--- src/rtl/taylor_pkg.sv ---
// Shared definitions for the cosine Taylor-series datapath: fixed-point
// format constants, the Q2.23 angle type and the range-reducer state encoding.
package taylor_pkg;

    localparam int W         = 25;
    localparam int FXP_SHIFT = 23;
    localparam int FXP_MUL   = 8388608;

    // pi/2 in Q2.23, rounded to nearest
    localparam logic [W-1:0] PI_HALF = 25'h0C90FDB;

    typedef logic [W-1:0] angle_t;

    typedef enum logic [2:0] {
        ST_IDLE = 3'd0,
        ST_LOAD = 3'd1,
        ST_DIV  = 3'd2,
        ST_FOLD = 3'd3,
        ST_DONE = 3'd4
    } arr_state_t;

endpackage

--- src/rtl/angle_range_reducer.sv ---
// Reduces a signed Q8.23 angle to r in [0, pi/2] (Q2.23) plus a negate flag
// such that cos(angle_in) = (negate_out ? -1 : 1) * cos(angle_out).
// |angle_in| is divided by pi/2 with an 8-step restoring division; the low
// two quotient bits select the quadrant fold.
module angle_range_reducer
    import taylor_pkg::*;
#(
    parameter int W_IN   = 32,
    parameter int Q_BITS = 8
) (
    input  logic            clock,
    input  logic            reset,
    input  logic            start,
    input  logic [W_IN-1:0] angle_in,
    output logic            ready_out,
    output logic [W-1:0]    angle_out,
    output logic            negate_out
);

    localparam int REM_W = W_IN - 1;
    localparam int K_W   = $clog2(Q_BITS);

    arr_state_t        state_r;
    arr_state_t        state_nxt_s;
    logic [REM_W-1:0]  rem_r;
    logic [REM_W-1:0]  rem_nxt_s;
    logic [Q_BITS-1:0] q_r;
    logic [Q_BITS-1:0] q_nxt_s;
    logic [K_W-1:0]    k_r;
    logic [K_W-1:0]    k_nxt_s;
    logic              ready_nxt_s;
    angle_t            angle_nxt_s;
    logic              negate_nxt_s;

    logic [W_IN-1:0]   neg_in_s;
    logic [REM_W-1:0]  abs_s;
    logic [REM_W-1:0]  trial_s;

    assign neg_in_s = (~angle_in) + {{(W_IN-1){1'b0}}, 1'b1};
    assign trial_s  = {{(REM_W-W){1'b0}}, PI_HALF} << k_r;

    // Magnitude of the input; the most negative code saturates to the largest positive one
    always_comb begin
        abs_s = angle_in[REM_W-1:0];
        if (angle_in == {1'b1, {(W_IN-1){1'b0}}}) begin
            abs_s = {REM_W{1'b1}};
        end else if (angle_in[W_IN-1]) begin
            abs_s = neg_in_s[REM_W-1:0];
        end else begin
            abs_s = angle_in[REM_W-1:0];
        end
    end

    // Next-state, divider step and quadrant fold
    always_comb begin
        state_nxt_s  = state_r;
        rem_nxt_s    = rem_r;
        q_nxt_s      = q_r;
        k_nxt_s      = k_r;
        ready_nxt_s  = ready_out;
        angle_nxt_s  = angle_out;
        negate_nxt_s = negate_out;
        case (state_r)
            ST_IDLE: begin
                if (start) begin
                    state_nxt_s = ST_LOAD;
                end else begin
                    state_nxt_s = ST_IDLE;
                end
            end
            ST_LOAD: begin
                ready_nxt_s = 1'b0;
                rem_nxt_s   = abs_s;
                q_nxt_s     = {Q_BITS{1'b0}};
                k_nxt_s     = K_W'(Q_BITS - 1);
                state_nxt_s = ST_DIV;
            end
            ST_DIV: begin
                if (rem_r >= trial_s) begin
                    rem_nxt_s = rem_r - trial_s;
                    q_nxt_s   = q_r | ({{(Q_BITS-1){1'b0}}, 1'b1} << k_r);
                end else begin
                    rem_nxt_s = rem_r;
                    q_nxt_s   = q_r;
                end
                if (k_r == {K_W{1'b0}}) begin
                    state_nxt_s = ST_FOLD;
                end else begin
                    k_nxt_s     = k_r - {{(K_W-1){1'b0}}, 1'b1};
                    state_nxt_s = ST_DIV;
                end
            end
            ST_FOLD: begin
                // rem < PI_HALF here, so neither branch can exceed 25 bits
                if (q_r[0]) begin
                    angle_nxt_s = PI_HALF - rem_r[W-1:0];
                end else begin
                    angle_nxt_s = rem_r[W-1:0];
                end
                negate_nxt_s = q_r[1] ^ q_r[0];
                ready_nxt_s  = 1'b1;
                state_nxt_s  = ST_DONE;
            end
            ST_DONE: begin
                if (start) begin
                    state_nxt_s = ST_DONE;
                end else begin
                    state_nxt_s = ST_IDLE;
                end
            end
            default: begin
                state_nxt_s = ST_IDLE;
            end
        endcase
    end

    // State, datapath and registered outputs; reset discards any job in flight
    always_ff @(posedge clock) begin
        if (reset) begin
            state_r    <= ST_IDLE;
            rem_r      <= {REM_W{1'b0}};
            q_r        <= {Q_BITS{1'b0}};
            k_r        <= {K_W{1'b0}};
            ready_out  <= 1'b0;
            angle_out  <= {W{1'b0}};
            negate_out <= 1'b0;
        end else begin
            state_r    <= state_nxt_s;
            rem_r      <= rem_nxt_s;
            q_r        <= q_nxt_s;
            k_r        <= k_nxt_s;
            ready_out  <= ready_nxt_s;
            angle_out  <= angle_nxt_s;
            negate_out <= negate_nxt_s;
        end
    end

endmodule

--- config.mk ---
export PLATFORM = sky130hd
export DESIGN_NAME = angle_range_reducer
export DESIGN_NICKNAME = d
export VERILOG_FILES = /design/src/rtl/taylor_pkg.sv /design/src/rtl/angle_range_reducer.sv
export SDC_FILE = /design/constraint.sdc
export NUM_CORES = 1
export LEC_CHECK = 0
export BUFFER_PORTS_ARGS = -buffer_cell sky130_fd_sc_hd__buf_2
export CORE_MARGIN = 4
export CORE_UTILIZATION = 40
export DETAILED_ROUTE_END_ITERATION = 12
export GPL_TIMING_DRIVEN = 0
export MAX_ROUTING_LAYER = met4
export PLACE_DENSITY_LB_ADDON = 0.1
export SLEW_MARGIN = 20
export SYNTH_ARGS = -nofsm -noshare
export SYNTH_HDL_FRONTEND = slang
export SYNTH_SLANG_ARGS = --single-unit
--- constraint.sdc ---
create_clock -name clock -period 11.8 [get_ports clock]
set_clock_uncertainty 0.15 [all_clocks]
set_input_delay 0 -clock clock [delete_from_list [all_inputs] [get_ports clock]]
set_output_delay 0 -clock clock [all_outputs]
set_load 0.01 [all_outputs]
; ---- Yosys cells after proc, flatten, opt, wreduce, memory -nomap -nowiden
; Cells that the tools add are included.
[classes]
n_mux = 14
bitwise = 3
magnitude_cmp = 1
reduce_logical = 6
n_shift = 2
n_eq_ne = 7
addsub = 4
[op_table]
columns = operator, n
row1 = $mux W31, 3
row2 = $pmux W31 S2, 1
row3 = $eq A32 B32 Y1 const B, 1
row4 = $add A31 B1 Y31 const B, 1
row5 = $ge A31 B31 Y1, 1
row6 = $not A31 Y31, 1
row7 = $shl A24 B3 Y31 const A, 1
row8 = $sub A31 B31 Y31, 1
row9 = $mux W25, 1
row10 = $sub A24 B25 Y25 const A, 1
row11 = $pmux W8 S2, 1
row12 = $pmux W3 S5, 1
row13 = $mux W8, 1
row14 = $or A8 B8 Y8, 1
row15 = $shl A1 B3 Y8 const A, 1
row16 = $eq A3 B2 Y1 const B, 2
row17 = $logic_not A3 Y1, 2
row18 = $mux W3, 2
row19 = $pmux W3 S2, 1
row20 = $ne A2 B2 Y1 const B, 2
row21 = $reduce_and A2 Y1, 2
row22 = $reduce_bool A2 Y1, 2
row23 = $eq A3 B1 Y1 const B, 1
row24 = $eq A3 B3 Y1 const B, 1
row25 = 4 further kinds, 5
[totals]
output_inout_bits = 27
input_bits = 35
regBits = 72
elab_cells = 44

; ---- Depth between registers and ports, before layout
; Gate-level depths: netlist (run 1).
[depth]
ltp_word = 5
ltp_mapped = 17
mapped_depth_nobuf = 15

; ---- Least setup slack after synthesis (run 1)
; OpenSTA, ideal clock, no wires.
[synth_path]
path_kind = flip-flop to flip-flop
startpoint = register k_r[2]
endpoint = register rem_r[11]
setup_time_ps = 70
stages_incl_launch_ff = 16
period_less_slack_ps = 3718
path_slack_ps = 8082
arrival_time_ps = 3498
path_buffers = 5
required_time_ps = 11580
cell_sequence = dfxtp_1 clkbuf_1 buf_1 clkbuf_1 nor2_1 ha_1 clkbuf_1 and4_1 nand4_1 o211ai_1 o21ai_1 nor3_1 o32a_1 clkbuf_1 o221ai_1 a21oi_1
[synth_via]
elab_chain_cells = 4
elab_cells_between_ends = 7
classes_between = 1 x add/sub / 1 x order compare / 1 x eq/ne / 1 x shift / 2 x mux / 1 x reduce/logical
[synth_lines]
columns = element, line_no
row1 = "start, declared", angle_range_reducer.sv:29  ; logic [K_W-1:0] k_r;
row2 = "start signal, assigned", angle_range_reducer.sv:123  ; k_r <= {K_W{1'b0}};
row3 = "start signal, assigned", angle_range_reducer.sv:131  ; k_r <= k_nxt_s;
row4 = $shl A24 B3 Y31 (*), angle_range_reducer.sv:40  ; assign trial_s = {{(REM_W-W){1'b0}}, PI_HALF} << k_r;
row5 = $sub A31 B31 Y31 / $ge A31 B31 Y1 (equally long branches), "angle_range_reducer.sv:80, angle_range_reducer.sv:79"
row6 = $mux W31 / $ne A2 B2 Y1 (equally long branches), n/a
row7 = $pmux W31 S2 / $reduce_and A2 Y1 (equally long branches), n/a
row8 = "end signal, assigned", angle_range_reducer.sv:121  ; rem_r <= {REM_W{1'b0}};
row9 = "end signal, assigned", angle_range_reducer.sv:129  ; rem_r <= rem_nxt_s;
row10 = "end, declared", angle_range_reducer.sv:25  ; logic [REM_W-1:0] rem_r;
; Every way passes the cells marked *; elsewhere a longest branch is shown, timed or not. The select of a mux whose other input is x is not followed.
; A chain may end at the register's enable or synchronous reset.

; ---- Worst setup path in the final report (run 1)
[layout_path]
startpoint = register k_r[2]
endpoint = register rem_r[18]
; The elaborated chain is that of the path after synthesis.

==> flow_metrics.tcl, run 1 <==
set metrics [dict create \
    overflow 0 \
    holdCritStartpoint "angle_in[26]" \
    postSynthCellCount 764 \
    synth-seq-cells 66 \
    powerDensity_mw_per_mm2 210.0 \
    ys_top_cells_by_area "dfxtp_1 (23%), ha_1 (9.2%), a21oi_1 (6.7%)" \
    dr.pass1.iters 5 \
    cts.path.max_buffers 2 \
    nFillCells 1399 \
    grt_pass1_wl_um 31430 \
    cts_sinks 66 \
    dieArea_mm2 0.01627 \
    regToRegSetupSlack_ns 6.35 \
    synth_cell_types 60 \
    grt_max_degree 12 \
    syn-cell-area_mm2 0.005715 \
    cts_tree "yes" \
    synth_commonest_cells "a21oi_1 (77), nand2_1 (73), nor2_1 (73)" \
    end_kind "register" \
    place_congestion 0.9368 \
    pre_cts_slack_ns 6.553 \
    synth_top_area_share_pct 23.12 \
    power_frac_clock_pct 20.5 \
    drt-total-wl_um 20290 \
    dpl.hpwl_um 16320 \
    period_minus_slack_ns 5.452 \
    cts_buffers 9 \
    critical_path_class "register to register" \
    initial_core_util_pct 41.02 \
    hold_viol_final 0 \
    p_sw_uw 645.3 \
    peakVddDrop_mv 0.08061 \
    synth_enable_flop_cells 0 \
    worst_ep_arrival_time_ns 5.56 \
    clkTransAtPathRegs_ns 0.06 \
    drc 0 \
    final_cell_area_mm2 0.006586 \
    fmax_mhz 183.4 \
    antenna_found_initial 0 \
    drive_above_1_share_pct 11.28 \
    finalMaxSlewViolations 0 \
    use_met2_pct 39.98 \
    dieHeight_um 127.5 \
    area_growth_pct 15.24 \
    vias 6049 \
    async_reset_ff_share_pct 0 \
    syn-num-nets 842 \
    relSlewSlack_pct 51.40 \
    die_x_um 127.5 \
    finalSetupViolCount 0 \
    power.static_leakage_nw 2.557 \
    post_drt_wl_per_cell_um 19.85 \
    hold_ws_ns 0.01801 \
    final_util_pct 47.27 \
    netSwitchingFraction_pct 46.67 \
    comb_power_share_pct 56.8 \
    ys_seq_area_share_pct 23.12 \
    start_kind "register" \
    synth_flop_cell "dfxtp_1" \
    status "complete, no violations" \
    worst_pin_slew_ns 0.7199 \
    grt_busiest_layer "met2" \
    layout_setup_ws_ns 6.348 \
    power_frac_seq_pct 22.6 \
    internal-power_uw 737.5 \
    drt-initial-drc-count 373 \
    cp_max_fo 10 \
    dp.cells 1004 \
    gr-usage-met1_pct 34.62 \
    grtUsageTotal_pct 25.34 \
    io-pin-count 62 \
    synth_area_leader_cell "dfxtp_1" \
    ant_nets 0 \
    crit_path_start "k_r[2]$_SDFFE_PP0P_" \
    placed_cell_area_mm2 0.006241 \
    fin_crit_sh_pct 46.20 \
    clock_latency_ns 0.33 \
    syn_avg_cell_area_um2 7.481 \
    io_buffers 60 \
    cts_resized 0 \
    drv_cap 0 \
    synth.most_common_cell "a21oi_1" \
    h-tree-depth 3 \
    num-nets-final 915 \
    n_antenna_cell 0 \
    viasPerCell 5.919 \
    first_global_vias 5673 \
    power_mw 1.383 \
    rows 43 \
    r2r_start "k_r[2]$_SDFFE_PP0P_" \
    grtUsageMet3_pct 3.554 \
    coreArea_mm2 0.01393 \
    fin_cells 1022 \
    fin_setup_tns_ns 0 \
    cts_root_buffer "clkbuf_16" \
    rsz0062_at_grt "no" \
    synth_warnings 0 \
    required_ns 11.91 \
    min_path_type "primary input to register" \
]
what timing repair did:
item	4_1_cts	5_1_grt
hold endpoints to repair	3	0
buffers inserted	0	0
hold buffers	2	0
worst max-delay path, stage by stage, from the launching register on:
cell	delay, ns
dfxtp_1	0.31
clkbuf_1	0.37
buf_1	0.38
clkbuf_1	0.41
nor2_1	0.11
ha_1	0.28
clkbuf_1	0.31
and4_1	0.34
nand4_1	0.24
o211ai_1	0.31
o21ai_1	0.23
nor3_1	0.38
o32a_1	0.36
clkbuf_1	0.60
o221ai_1	0.39
a21oi_1	0.20
cells in the final DEF, fill, tap and decap left out, types with 4 or more instances in the layout:
master	n
o21ai_0	44
or2_2	7
a31oi_1	9
xnor2_1	39
a21oi_1	77
nor2b_1	11
o211ai_1	6
or4_1	5
clkbuf_16	9
o31ai_1	11
o221ai_1	21
and2_1	7
o41ai_1	6
xor2_1	33
nand2b_1	4
clkbuf_1	40
buf_2	64
or3_1	6
inv_1	23
mux2i_1	5
ha_1	42
nor2_1	73
nand3_1	18
dfxtp_1	66
nand4_1	6
o21a_1	7
a21o_1	14
nand2_1	73
nor3_1	18
a211oi_1	37
layout make-up:
cell class	count	area, um^2	share of cell area, %
Multi-Input combinational cell	630	4139	62.84
Buffer	45	173.9	2.641
Clock inverter	5	77.57	1.178
Inverter	23	86.33	1.311
Timing Repair Buffer	62	320.3	4.863
Tap cell	180	225.2	3.419
Clock buffer	11	242.7	3.685
Sequential cell	66	1321	20.06
routing by layer:
| metal | vias up | share of wire, % |
|---|---|---|
| met4 | 0 | 1.2 |
| li1 | 2961 | - |
| met3 | 19 | 7.5 |
| met1 | 2854 | 46 |
| met2 | 215 | 45 |
| met5 | - | 0 |
path summary, 6_finish.rpt:
check / cells after the start / to
worst max-delay path: 15 / rem_r[18]$_SDFFE_PP0P_
worst max register to register: 15 / rem_r[18]$_SDFFE_PP0P_
worst min-delay path: 4 / rem_r[26]$_SDFFE_PP0P_
worst min register to register: 2 / rem_r[29]$_SDFFE_PP0P_
power groups by stage:
stage | Sequential [mW] | Clock [mW] | Combinational [mW]
after floorplan | 0.300 | 0 | 0.560
after global placement | 0.315 | 0 | 0.760
after detailed placement | 0.315 | 0 | 0.763
after CTS | 0.311 | 0.288 | 0.768
after global routing | 0.318 | 0.296 | 0.858
final | 0.313 | 0.284 | 0.786
flip-flops by register name (all words and copies together) (netlist names):
signal	cells
angle_out	25
k_r	3
state_r	3
q_r	2
negate_out	1
ready_out	1
rem_r	31
logic make-up after synthesis:
kind of cell | Yosys count | synth area share, %
simple gates | 248 | 20.58
compound gates | 261 | 30.10
mux | 6 | 1.073
fa+ha+maj | 43 | 9.545
xor+xnor | 72 | 11.03
buf+inv | 68 | 4.553
flops | 66 | 23.12
No activity file was read; power rests on OpenSTA's default activity.
==> inputs of run 2 (changes only) <==
- ABC_AREA: default -> 1
- clock period: 11.8 -> 4.8 ns (I/O delays scaled with it)
==> run 2 against run 1 <==
  * Via count up 30%
  * Cell area up 18%
  * Setup slack worse by 5.7 ns
  * Critical endpoint is now rem_r[20]$_SDFFE_PP0P_
==> flow_metrics.tcl, run 2 <==
set metrics [dict create \
    placed_cell_area_mm2 0.007446 \
    fin_setup_tns_ns 0 \
    status "complete, no violations" \
    cts_root_buffer "clkbuf_16" \
    num-nets-final 1382 \
    drt-initial-drc-count 510 \
    regToRegSetupSlack_ns 0.64 \
    power.static_leakage_nw 4.035 \
    clkTransAtPathRegs_ns 0.06 \
    period_minus_slack_ns 4.157 \
    clock_latency_ns 0.34 \
    dieHeight_um 139.1 \
    synth.most_common_cell "nand2_1" \
    required_ns 4.87 \
    critical_path_class "register to register" \
    grt_max_degree 12 \
    dpl.hpwl_um 20870 \
    synth_area_leader_cell "dfxtp_1" \
    r2r_cells 19 \
    io_buffers 59 \
    initial_core_util_pct 41.17 \
    coreArea_mm2 0.01670 \
    fin_crit_sh_pct 86.61 \
    fmax_mhz 240.5 \
    finalMaxSlewViolations 0 \
    ys_seq_area_share_pct 19.22 \
    h-tree-depth 3 \
    async_reset_ff_share_pct 0 \
    min_path_type "primary input to register" \
    grt_pass1_wl_um 39470 \
    relSlewSlack_pct 43.28 \
    synth_top_area_share_pct 19.22 \
    ant_nets 0 \
    drc 0 \
    post_drt_wl_per_cell_um 16.45 \
    cts_sinks 66 \
    cts_buffers 9 \
    nFillCells 1942 \
    syn_avg_cell_area_um2 5.590 \
    viasPerCell 5.131 \
    synth_enable_flop_cells 0 \
    dr.pass1.iters 5 \
    seq_area_mm2 0.001321 \
    vias 7845 \
    cts_resized 0 \
    syn-cell-area_mm2 0.006875 \
    holdCritStartpoint "angle_in[28]" \
    largest_reg_flops 31 \
    syn-num-nets 1308 \
    place_congestion 0.9980 \
    drive_above_1_share_pct 8.709 \
    whs_path_depth 6 \
    hold_viol_final 0 \
    pre_cts_slack_ns 0.7754 \
    synth_cell_types 42 \
    start_kind "register" \
    die_x_um 139.1 \
    first_global_vias 7332 \
    holdPathEnd "rem_r[28]$_SDFFE_PP0P_" \
    drt-total-wl_um 25160 \
    io-pin-count 62 \
    powerDensity_mw_per_mm2 451.2 \
    end_kind "register" \
    drv_cap 0 \
    antenna_found_initial 0 \
    n_antenna_cell 0 \
    postSynthCellCount 1230 \
    peakVddDrop_mv 0.1719 \
    reg_top3 "rem_r: 31 flops, angle_out: 25 flops" \
    layout_common_cells "nand2_1 (348), nor2_1 (199), inv_1 (161)" \
    final_util_pct 46.55 \
    r2r_start "k_r[0]$_SDFFE_PP0P_" \
    ys_top_cells_by_area "dfxtp_1 (19%), nand2_1 (19%), nor2_1 (11%)" \
    grtUsageTotal_pct 26.60 \
    worst_ep_arrival_time_ns 4.23 \
    dieArea_mm2 0.01935 \
    layout_setup_ws_ns 0.6427 \
    synth_commonest_cells "nand2_1 (348), nor2_1 (199), inv_1 (161)" \
    finalSetupViolCount 0 \
    cp_max_fo 10 \
    largest_register "rem_r" \
    cts_tree "yes" \
    synth_warnings 0 \
    rows 47 \
    rsz0062_at_grt "no" \
    synth-seq-cells 66 \
    cts.path.max_buffers 2 \
    area_growth_pct 13.07 \
    final_cell_area_mm2 0.007774 \
    synth_flop_cell "dfxtp_1" \
    worst_pin_slew_ns 0.8507 \
    power_mw 3.508 \
    multi_input_area_mm2 0.004752 \
    final_common_cell "nand2_1" \
    timing.rr.end "rem_r[20]$_SDFFE_PP0P_" \
    overflow 0 \
]
-- run 2: changes by cell type after synthesis, moves of 11 or more --
cell	before	now
a211oi_1	37	1
a21o_1	14	0
clkbuf_1	39	21
inv_1	23	161
nand2_1	73	348
nand3_1	18	79
nor2_1	73	199
nor2b_1	11	0
o21ai_0	44	74
o21ai_1	1	26
o221ai_1	21	1
xnor2_1	39	11
xor2_1	33	19
-- run 2: final cells by class --
type,instances,area share [%]
multi-input cells,962,61.13
flip-flops and latches,66,17.00
inverters,168,8.112
repair buffers,63,4.314
well taps,220,3.541
clock buffers,11,2.994
plain buffers,34,2.205
clock inverters,5,0.7082
-- run 2: worst max-delay path, stage by stage, from the launching register on --
cell and delay [ns]:
dfxtp_1 0.52, inv_1 0.17, ha_1 0.38, inv_1 0.09
nor2_1 0.04, inv_1 0.18, o21ai_0 0.16, ha_1 0.43
nand2_1 0.13, nor2_1 0.23, nand2_1 0.13, nor2_2 0.11
nand2_1 0.14, nand3_2 0.10, nor2_2 0.06, a21oi_4 0.35
buf_6 0.23, nand2_1 0.07, nor2_1 0.28, nor2_1 0.07
-- run 2: timing repair --
item | CTS | global route
hold buffers | 4 | 0
setup buffers | 0 | 0
endpoints found under the hold margin | 5 | 0
-- run 2: through the flow --
step / cells / hold WS (ns)
3_5_place_dp: 1509 / 0.1405
4_1_cts: 1529 / 0.005020
2_1_floorplan: 1230 / 0.01449
3_3_place_gp: 1509 / 0.1422
6_report: 1529 / 0.005716
5_1_grt: 1529 / 0.04680
-- run 2: logic make-up (layout without fill, tap and decap cells) --
kind of cell,count (synthesis),in the layout,share of synthesized area (%)
adders and majority gates,43,43,7.934
and+or+nand+nor,686,686,41.37
DFF,66,66,19.22
muxes,1,1,0.1456
AOI/OAI and AO/OA,202,202,15.85
xor gates and xnor gates,30,30,3.822
buffers and inverters,202,281,11.67
-- run 2: how the worst max path moves through the flow --
stage	from	slack, ns	to
finish	k_r[0]$_SDFFE_PP0P_	0.64	rem_r[20]$_SDFFE_PP0P_
global placement	k_r[0]$_SDFFE_PP0P_	0.82	rem_r[20]$_SDFFE_PP0P_
CTS	k_r[0]$_SDFFE_PP0P_	0.77	rem_r[20]$_SDFFE_PP0P_
floorplan	k_r[0]$_SDFFE_PP0P_	1.89	rem_r[13]$_SDFFE_PP0P_
global route	k_r[0]$_SDFFE_PP0P_	0.51	rem_r[20]$_SDFFE_PP0P_
detailed placement	k_r[0]$_SDFFE_PP0P_	0.78	rem_r[20]$_SDFFE_PP0P_
-- run 2: power by group --
group          internal (mW)  switching, mW
Combinational          0.666           1.39
Sequential             0.649          0.146
Clock                  0.401          0.260
-- run 2: routing by layer --
layer | track usage [%] | wire length, um
met5 | - | 0
met1 | 32.54 | 11170
met3 | 3.310 | 1255
met2 | 43.88 | 11500
met4 | 12.05 | 1236
